--- config.mk ---
export PLATFORM = sky130hd
export DESIGN_NAME = divu_ctrl
export DESIGN_NICKNAME = d
export VERILOG_FILES = /design/src/rtl/divu_pkg.sv /design/src/rtl/divu_iter_cnt.sv /design/src/rtl/divu_ctrl.sv
export SDC_FILE = /design/constraint.sdc
export NUM_CORES = 1
export LEC_CHECK = 0
export BUFFER_PORTS_ARGS = -buffer_cell sky130_fd_sc_hd__buf_2
export CAP_MARGIN = 10
export CORE_MARGIN = 5
export CORE_UTILIZATION = 35
export DETAILED_ROUTE_END_ITERATION = 8
export SYNTH_ARGS = -nofsm -noshare
export SYNTH_HDL_FRONTEND = slang
export SYNTH_HIERARCHICAL = 1
export SYNTH_SLANG_ARGS = --single-unit
--- constraint.sdc ---
create_clock -name clk -period 2.83 [get_ports clk]
set_input_delay 0.4245 -clock clk [delete_from_list [all_inputs] [get_ports clk]]
set_output_delay 0.4245 -clock clk [all_outputs]
set_load 0.01 [all_outputs]
--- src/rtl/divu_pkg.sv ---
// Shared types and default sizing for the unsigned divider sequencer.
package divu_pkg;

  localparam int WIDTH_DEF = 32;
  localparam int CNT_W_DEF = 6;

  typedef enum logic [2:0] {
    S_IDLE  = 3'd0,
    S_LOAD  = 3'd1,
    S_ITER  = 3'd2,
    S_FIXUP = 3'd3,
    S_DONE  = 3'd4
  } state_t;

endpackage

--- src/rtl/divu_iter_cnt.sv ---
// Iteration counter: synchronous clear, saturating increment, terminal count at WIDTH-1.
module divu_iter_cnt
  import divu_pkg::*;
#(
  parameter int WIDTH = WIDTH_DEF,
  parameter int CNT_W = CNT_W_DEF
) (
  input  logic             clk,
  input  logic             rst,
  input  logic             clr,
  input  logic             inc,
  output logic [CNT_W-1:0] cnt,
  output logic             tc
);

  localparam logic [CNT_W-1:0] LAST = CNT_W'(WIDTH - 1);

  assign tc = (cnt == LAST);

  always_ff @(posedge clk or posedge rst) begin
    if (rst)
      cnt <= '0;
    else if (clr)
      cnt <= '0;
    else if (inc && !tc)
      cnt <= cnt + CNT_W'(1);
  end

endmodule

--- src/rtl/divu_ctrl.sv ---
// Sequencer for a shift/subtract unsigned divider datapath.
// Optional divide-by-zero short cut: define DIVU_CTRL_DZ_CHECK_EN.
//
// state | meaning
// IDLE  | waiting for the first start after reset
// LOAD  | dividend written into the remainder register
// ITER  | one shift/subtract step per cycle, WIDTH cycles
// FIXUP | right-shift correction of the remainder upper half
// DONE  | result valid; start launches the next operation
module divu_ctrl
  import divu_pkg::*;
#(
  parameter int WIDTH = WIDTH_DEF,
  parameter int CNT_W = CNT_W_DEF
) (
  input  logic             clk,
  input  logic             rst,
  input  logic             start,
  input  logic             divisor_zero,
  output logic             w_ctrl_reg2,
  output logic             srl_ctrl,
  output logic             shift_en,
  output logic             busy,
  output logic             rdy,
  output logic             dz,
  output logic [CNT_W-1:0] iter
);

  state_t state, state_nxt;
  logic   accept;
  logic   tc;

  always_ff @(posedge clk or posedge rst) begin
    if (rst)
      state <= S_IDLE;
    else
      state <= state_nxt;
  end

  always_comb begin
    state_nxt   = state;
    accept      = 1'b0;
    w_ctrl_reg2 = 1'b0;
    shift_en    = 1'b0;
    srl_ctrl    = 1'b0;
    busy        = 1'b0;
    rdy         = 1'b0;
    case (state)
      S_IDLE, S_DONE: begin
        rdy = (state == S_DONE);
        if (start) begin
          accept    = 1'b1;
          state_nxt = S_LOAD;
`ifdef DIVU_CTRL_DZ_CHECK_EN
          if (divisor_zero)
            state_nxt = S_DONE;
`endif
        end
      end
      S_LOAD: begin
        w_ctrl_reg2 = 1'b1;
        busy        = 1'b1;
        state_nxt   = S_ITER;
      end
      S_ITER: begin
        shift_en = 1'b1;
        busy     = 1'b1;
        if (tc)
          state_nxt = S_FIXUP;
      end
      S_FIXUP: begin
        srl_ctrl  = 1'b1;
        busy      = 1'b1;
        state_nxt = S_DONE;
      end
      default: state_nxt = S_IDLE;
    endcase
  end

  // Clearing on entry to LOAD makes iter read 0 during LOAD and the first ITER cycle.
  divu_iter_cnt #(
    .WIDTH (WIDTH),
    .CNT_W (CNT_W)
  ) u_iter_cnt (
    .clk (clk),
    .rst (rst),
    .clr (state_nxt == S_LOAD),
    .inc (state == S_ITER),
    .cnt (iter),
    .tc  (tc)
  );

`ifdef DIVU_CTRL_DZ_CHECK_EN
  logic dz_q;

  always_ff @(posedge clk or posedge rst) begin
    if (rst)
      dz_q <= 1'b0;
    else if (accept)
      dz_q <= divisor_zero;
  end

  assign dz = dz_q;
`else
  logic unused_dz_inputs;
  assign unused_dz_inputs = divisor_zero ^ accept;
  assign dz = 1'b0;
`endif

endmodule
==> impl_metrics.toml, run 1 <==
[die]
die_w_um = 49.8
start_util_pct = 36.7
io_pins = 16
die_h_um = 49.8
rows = 14
core-area_sq_mm = 0.00151
die_area_sq_mm = 0.00248

[detailed_routing]
drt_first_iter_violations = 13
vias_per_cell = 5.00
drc_errors = 0
via_count = 460
ant_nets = 0
firstDrtPassIters = 4
wire_per_inst_um = 12.3
wirelength_mm = 1.13

[placed_design]
io_buffers = 13
place.gp.congestion = 0.685
place_hpwl_um = 877
dpl_cell_area_sq_um = 631
dp_cells = 88

[power_and_ir_drop]
p_leak_uw = 0.000323
powerDensity_mw_per_mm2 = 898
irDropWorstVdd_uv = 430

[synth]
synth_seq_cells = 9
syn_area_per_cell_sq_um = 9.22
yosys_warnings = 6
netlist_area_sq_um = 553
synthesis.nets = 65
synth_seq_area_share_pct = 40.7
yosysUniqueCellTypes = 29
netlist_instances = 60

[finish]
fill_cells = 155
layout-drive-gt1-share_pct = 28.9
seqCellArea_sq_um = 225
area_growth_pct = 18.8
layout.nets = 82
multi_input_area_sq_um = 287
final_area_sq_um = 657
stdcell_count = 92
diodes = 0

[clock_network]
cts_setup_buffers = 0
root_buffer = "clkbuf_4"
cts_made_buffers = 3
ctsHtreeMaxLevel = 1
cts-resized-gates = 0
numClockSinks = 9
cts.clk_slew.worst_paths_ns = 0.06
clockBufferDepth = 2
cts_tree = "yes"
clk_latency_ns = 0.26
postCtsHoldBufs = 0

[global_routing]
grt_pass1_vias = 441
grtUsageTotal_pct = 10.1
grt_pass1_wl_mm = 1.95
grt_max_degree = 12
grt-ovfl-total = 0
antenna_found_initial = 0

[setup_path]
arrival_ns = 1.87
critPathLaunchType = "flop"
end_kind = "flop"
crit_required_ns = 3.01
critPathKind = "flop to flop"
r2r_cells = 5
cp_max_fo = 11

[sta]
fmax_mhz = 591
fin_skew_ns = 0.00510
slew_viol_final = 0
fin_setup_tns_ns = 0
period_needed_ns = 1.69
hold_viol = 0
fin_crit_sh_pct = 59.8
rsz0062_at_grt = "false"
setup_viol = 0

[min_path]
hold_path.class = "input port to asynchronous set/reset pin"

[outcome]
status = "completed"

[run]
drv_cap = 0
-- metal layers --
layer  part of all wire (%)  wire length [um]  track usage, %
met5                      0                 0               0
met4                      0                 0            2.62
met3                    3.7                42            4.52
met2                     48               548            15.5
met1                     48               543            12.7
-- registers in the layout, indices dropped and copies added (netlist names) --
| name | flops |
|---|---|
| state | 3 |
| u_iter_cnt/cnt | 6 |
-- worst max-delay path: stages, from the launching register on --
cell and delay, ns:
dfrtp_1 0.43, nor3b_1 0.22, buf_4 0.21, nand4_4 0.12
or4b_1 0.48, a21oi_1 0.16
-- synthesized netlist by cell type --
| library cell | instances | share of area [%] |
|---|---|---|
| dfrtp_1 | 9 | 41 |
| nor2_1 | 6 | 4.1 |
| inv_1 | 5 | 3.4 |
| nand2_1 | 5 | 3.4 |
| a21oi_1 | 4 | 3.6 |
| nand2b_1 | 3 | 3.4 |
| nor3b_1 | 3 | 4.1 |
| nand4_1 | 2 | 2.3 |
| nor3_1 | 2 | 1.8 |
| o311ai_0 | 2 | 3.2 |
| a31o_1 | 1 | 1.6 |
| a31oi_1 | 1 | 1.1 |
| a41oi_1 | 1 | 1.6 |
| and2_2 | 1 | 1.4 |
| and3b_1 | 1 | 1.6 |
| and4_2 | 1 | 1.8 |
| buf_4 | 1 | 1.4 |
| buf_6 | 1 | 2.0 |
| clkbuf_1 | 1 | 0.68 |
| conb_1 | 1 | 0.68 |
| ha_1 | 1 | 2.3 |
| mux2i_1 | 1 | 1.8 |
| nand3_1 | 1 | 0.90 |
| nand3b_1 | 1 | 1.4 |
| nand4_4 | 1 | 3.8 |
| o21ai_0 | 1 | 0.90 |
| o2bb2ai_1 | 1 | 1.6 |
| o31a_2 | 1 | 1.8 |
| or4b_1 | 1 | 1.8 |
-- cell type report --
class / instances / share of cell area [%]
Multi-Input combinational cell: 43 / 43.6
Sequential cell: 9 / 34.3
Timing Repair Buffer: 15 / 12.2
Tap cell: 16 / 3.05
Clock buffer: 4 / 4.00
Inverter: 5 / 2.86
-- final timing paths --
kind                       startpoint                 to  slack (ns)
max                          state[0]  u_iter_cnt/cnt[5]        1.14
min                               rst           state[0]        0.03
max reg2reg                  state[0]  u_iter_cnt/cnt[5]        1.14
min reg2reg                  state[2]           state[1]        0.54
max in group asynchronous         rst  u_iter_cnt/cnt[4]        2.56
min in group clk                start           state[0]        0.42
-- cells in the final DEF (no fill, tap or decap), drive strengths merged, types with 2 or more instances in the layout --
cell type and instances:
a21oi 4, buf 15, clkbuf 4, dfrtp 9, inv 5, nand2 5
nand2b 3, nand4 3, nor2 6, nor3 2, nor3b 3, o311ai 2
-- power breakdown --
| group | switching [uW] | internal, uW | total, uW |
|---|---|---|---|
| Clock | 42.4 | 54.2 | 96.6 |
| Combinational | 146 | 122 | 269 |
| Sequential | 58.4 | 166 | 225 |
-- stage by stage --
stage	hold WS (ns)	utilization (%)	setup WS [ns]	total power (uW)
after floorplan	0.178	-	0.996	412
after global placement	0.300	41.9	1.16	492
after detailed placement	0.302	41.9	1.15	499
after CTS	0.0281	43.6	1.13	598
after global routing	0.0297	43.6	1.05	647
final	0.0288	43.6	1.14	590
-- cells by family after synthesis --
| group | Yosys count | synth area share [%] |
|---|---|---|
| AO/OA/AOI/OAI | 12 | 15.4 |
| adder cells (fa/ha/maj) | 1 | 2.26 |
| buffers and inverters | 8 | 7.47 |
| flip-flops | 9 | 40.7 |
| multiplexers | 1 | 1.81 |
| other | 1 | 0.678 |
| AND/OR/NAND/NOR | 28 | 31.7 |
No activity file was read; power rests on OpenSTA's default activity.
==> run 2, diff against run 1 <==
Clock period 2.83 ns to 1.7 ns, I/O delays scaled along.
==> impl_metrics.toml, run 2 (same netlist as run 1, synthesis figures left out) <==
[detailed_routing]
wirelength_mm = 1.15
ant_nets = 0
firstDrtPassIters = 4
vias_per_cell = 5.18
drt_first_iter_violations = 6
via_count = 497
wire_per_inst_um = 12.0
drc_errors = 0

[sta]
setup_viol = 0
slew_viol_final = 0
fin_crit_sh_pct = 94.6
fmax_mhz = 622
hold_viol = 0
period_needed_ns = 1.61
rsz0062_at_grt = "false"
fin_hold_ws_ns = 0.211
fin_setup_tns_ns = 0
fin_skew_ns = 0.00617

[placed_design]
io_buffers = 13
place.gp.congestion = 0.711
place_hpwl_um = 876

[finish]
top_register = "u_iter_cnt/cnt"
top_regs = "u_iter_cnt/cnt: 6 flops, state: 3 flops"
largest_reg_flops = 6
final_util_pct = 46.1
layout.nets = 86
area_growth_pct = 25.6
fill_cells = 145
layout-drive-gt1-share_pct = 32.5
final_cell_mix = "buf_2 (13), dfrtp_1 (9), nor2_1 (6)"
final_common_cell = "buf_2"
diodes = 0

[setup_path]
critPathLaunchType = "flop"
critPathKind = "flop to output pin"
arrival_ns = 1.35
end_kind = "output pin"
r2r_cells = 4
worst_path_max_delay_cell = "dfrtp_1"
crit_chain = "nor3b_2 -> buf_4 -> buf_2"
crit_required_ns = 1.44
cp_max_fo = 10
slowest_delay_ns = 0.43

[clock_network]
clockBufferDepth = 2
cts_made_buffers = 3
cts.clk_slew.worst_paths_ns = 0.06
ctsHtreeMaxLevel = 1
clk_latency_ns = 0.27
root_buffer = "clkbuf_4"
numClockSinks = 9
cts_tree = "yes"
cts-resized-gates = 0

[min_path]
whs_path_depth = 2
hold_path.class = "input port to flop"

[run]
drv_cap = 0

[die]
die_w_um = 49.8
die_h_um = 49.8
io_pins = 16
rows = 14
start_util_pct = 36.7
core-area_sq_mm = 0.00151
die_area_sq_mm = 0.00248

[global_routing]
grt_pass1_wl_mm = 1.92
grt_pass1_vias = 436
grtUsageTotal_pct = 9.83
grt-ovfl-total = 0
antenna_found_initial = 0
grt_max_degree = 11

[outcome]
status = "completed"

[power_and_ir_drop]
powerDensity_mw_per_mm2 = 1490
irDropWorstVdd_uv = 657
p_leak_uw = 0.000346
[run 2: through the flow]
| step | setup WS [ns] | instances | instance area [sq um] | total power, uW |
|---|---|---|---|---|
| 2_1_floorplan | 0.0268 | 60 | 558 | 692 |
| 3_3_place_gp | 0.172 | 91 | 658 | 866 |
| 3_5_place_dp | 0.144 | 91 | 658 | 873 |
| 4_1_cts | 0.0747 | 96 | 694 | 1050 |
| 5_1_grt | 0.0154 | 96 | 694 | 1140 |
| 6_report | 0.0921 | 96 | 694 | 1040 |
[run 2: timing repair]
| item | 4_1_cts | 5_1_grt |
|---|---|---|
| endpoints found under the setup margin | 0 | 0 |
| hold endpoints to repair | 9 | 0 |
| setup buffers | 0 | 0 |
| hold buffers | 1 | 0 |
[run 2: layer usage]
metal	vias up	global-route usage, %	part of all wire (%)
met4	0	1.31	0
met5	-	0	0
met1	223	13.1	46
met2	17	13.8	44
met3	0	6.02	9.7
li1	257	-	-
[run 2: power by group]
group          total [uW]  switching (uW)  internal (uW)
Clock                 168            77.7           90.6
Combinational         529             284            245
Sequential            340            63.5            277
[run 2: path summary, 6_finish.rpt]
path                                endpoint  slack [ns]     start
max                                 shift_en        0.09  state[0]
min                                 state[0]        0.21     start
max reg2reg                u_iter_cnt/cnt[5]        0.13  state[0]
min reg2reg                         state[1]        0.58  state[2]
max in group asynchronous  u_iter_cnt/cnt[0]        1.04       rst
min in group asynchronous           state[0]        0.41       rst
[run 2: area by class of cell]
cell class                 count  area, sq um  area share [%]
clock buffer                   4         26.3            3.78
inverter                       5         18.8            2.70
multi-input combinational     43          292            42.0
sequential                     9          225            32.4
tap                           16         20.0            2.88
timing repair buffer          19          113            16.2
[run 2: worst max-delay path, delay by kind of cell, from the launching register on]
family	cells	cell delay [ns]
buffers and inverters	2	0.36
AND/OR/NAND/NOR	1	0.30
flip-flops	1	0.43
==> run 3, diff against run 2 <==
Settings changed: SYNTH_HIERARCHICAL 1 to default.
==> impl_metrics.toml, run 3 <==
[outcome]
status = "completed"

[clock_network]
clockBufferDepth = 2
root_buffer = "clkbuf_4"
cts-resized-gates = 0
numClockSinks = 9
postCtsHoldBufs = 1
cts_setup_buffers = 0
cts_made_buffers = 3
ctsHtreeMaxLevel = 1
cts.clk_slew.worst_paths_ns = 0.06
clk_latency_ns = 0.26
cts_tree = "yes"

[setup_path]
crit_chain = "or3b_4 -> clkinv_4 -> buf_2"
critPathBufInv = 2
end_kind = "output pin"
worst_path_max_delay_cell = "or3b_4"
arrival_ns = 1.29
cpLargestDelayFamily = "simple AND/OR/NAND/NOR gates"
critPathLaunchType = "flop"
cp_max_fo = 5
crit_required_ns = 1.44
critPathKind = "flop to output pin"
slowest_delay_ns = 0.44

[global_routing]
grt_pass1_wl_mm = 1.55
grt_max_degree = 10
grtUsageTotal_pct = 10.3
antenna_found_initial = 0
grt-ovfl-total = 0
grt_pass1_vias = 380

[finish]
final_cell_mix = "buf_2 (13), dfrtp_1 (9), nand2_1 (7), mux2i_1 (4)"
fill_cells = 138
area_growth_pct = 23.5
diodes = 0
layout-drive-gt1-share_pct = 34.3
largest_reg_flops = 6
top_register = "u_iter_cnt.cnt"
final_area_sq_um = 592
final_common_cell = "buf_2"
top_regs = "u_iter_cnt.cnt: 6 flops, state: 3 flops"
layout.nets = 73

[synth]
synth_ff_type = "dfrtp_1"
synth_area_leader_cell = "dfrtp_1"
yosys_warnings = 0
yosys-top-cells-area = "dfrtp_1 (47%), mux2i_1 (8.4%), nand2_1 (5.5%)"
synth_edf_count = 0
synth_seq_cells = 9
synth_commonest_cells = "dfrtp_1 (9), nand2_1 (7), mux2i_1 (4)"
yosysMostFrequentCell = "dfrtp_1"
netlist_area_sq_um = 479
synth_top_area_share_pct = 47.0
synth_seq_area_share_pct = 47.0
async_reset_ff_share_pct = 100
synthesis.nets = 55
syn_area_per_cell_sq_um = 9.58
yosysUniqueCellTypes = 24
netlist_instances = 50

[die]
die_h_um = 47
die_w_um = 47
io_pins = 16
core-area_sq_mm = 0.00130
start_util_pct = 36.8
die_area_sq_mm = 0.00221
rows = 13

[power_and_ir_drop]
p_seq_share_pct = 39.1
p_leak_uw = 0.000335
swShare_pct = 38.5
powerDensity_mw_per_mm2 = 1440
switchingPower_uw = 328
p_clk_share_pct = 18.9
combPwrFrac_pct = 42.0
power.internal_uw = 524
irDropWorstVdd_uv = 673

[detailed_routing]
vias_per_cell = 4.79
drt_first_iter_violations = 8
drc_errors = 0
wire_per_inst_um = 11.4
via_count = 393
ant_nets = 0
firstDrtPassIters = 4
wirelength_um = 938

[sta]
fmax_mhz = 646
hold_viol = 0
fin_skew_ns = 0.00180
fin_setup_tns_ns = 0
slew_viol_final = 0
rsz0062_at_grt = "false"
fin_crit_sh_pct = 91.0
setup_viol = 0
period_needed_ns = 1.55

[placed_design]
place.gp.congestion = 0.802
io_buffers = 13
place_hpwl_um = 699
dpl_cell_area_sq_um = 556

[run]
drv_cap = 0

[min_path]
hold_path.class = "input port to flop"
==> run 3: cell count changes after synthesis, sizes merged, moves of 2 or more <==
cell / before / now
nand2b: 3 / 0
nor3b: 3 / 1
nand4: 3 / 1
o21ai: 1 / 3
nor2: 6 / 3
nand3: 1 / 3
mux2i: 1 / 4
or3b: 0 / 2
a21oi: 4 / 2
inv: 5 / 3
o311ai: 2 / 0
nand2: 5 / 8
==> run 3: worst register-to-register path, delay by kind of cell, from the launching register on <==
kind / cells / cell delay (ns)
adders and majority gates: 1 / 0.22
DFF: 1 / 0.40
muxes: 1 / 0.19
and+or+nand+nor: 2 / 0.52
==> run 3: final timing paths <==
| check | from | to | slack [ns] | cells past startpoint |
|---|---|---|---|---|
| max | state[0] | shift_en | 0.15 | 3 |
| min | start | u_iter_cnt.cnt[4] | 0.19 | 2 |
| max reg2reg | u_iter_cnt.cnt[0] | u_iter_cnt.cnt[0] | 0.29 | 4 |
| min reg2reg | u_iter_cnt.cnt[3] | u_iter_cnt.cnt[3] | 0.53 | 1 |
| max in group asynchronous | rst | u_iter_cnt.cnt[2] | 0.94 | 3 |
| min in group asynchronous | rst | u_iter_cnt.cnt[1] | 0.50 | 3 |
==> run 3: stage by stage <==
stage	power, uW	util (%)	std cells	hold WS (ns)	worst slack [ns]
5_1_grt	932	45.5	82	0.205	0.106
4_1_cts	865	45.5	82	0.191	0.144
2_1_floorplan	579	-	50	0.0829	0.322
3_3_place_gp	692	42.7	77	0.234	0.308
3_5_place_dp	696	42.7	77	0.233	0.297
6_report	852	45.5	82	0.195	0.153
==> run 3: per-layer routing <==
layer	global-route usage [%]	up-vias	share of wire [%]
met3	3.45	4	7.9
met4	6.63	0	1.8
met1	13.5	176	49
met5	0	-	0
li1	-	199	-
met2	14.4	14	41
==> run 3: cells by family (layout without fill, tap and decap cells) <==
| group | Yosys count | count (layout) | share of synthesized area [%] |
|---|---|---|---|
| fa+ha+maj | 1 | 1 | 2.61 |
| mux | 4 | 4 | 8.36 |
| other cells | 1 | 1 | 0.783 |
| buf+inv | 5 | 22 | 5.74 |
| simple gates | 23 | 23 | 27.4 |
| compound gates | 7 | 7 | 8.09 |
| flops | 9 | 9 | 47.0 |
==> run 3: power groups by stage <==
stage	logic, uW	clock network, uW	registers (uW)
detailed placement	359	0	337
CTS	364	168	333
global placement	358	0	334
global route	405	181	346
finish	358	161	333
floorplan	238	0	341
==> run 3: layout make-up <==
type                            instances  area (sq um)  share of cell area (%)
Clock buffer                            4          26.3                    4.44
Inverter                                4          20.0                    3.38
Multi-Input combinational cell         36           226                    38.3
Sequential cell                         9           225                    38.1
Tap cell                               15          18.8                    3.17
Timing Repair Buffer                   14          75.1                    12.7
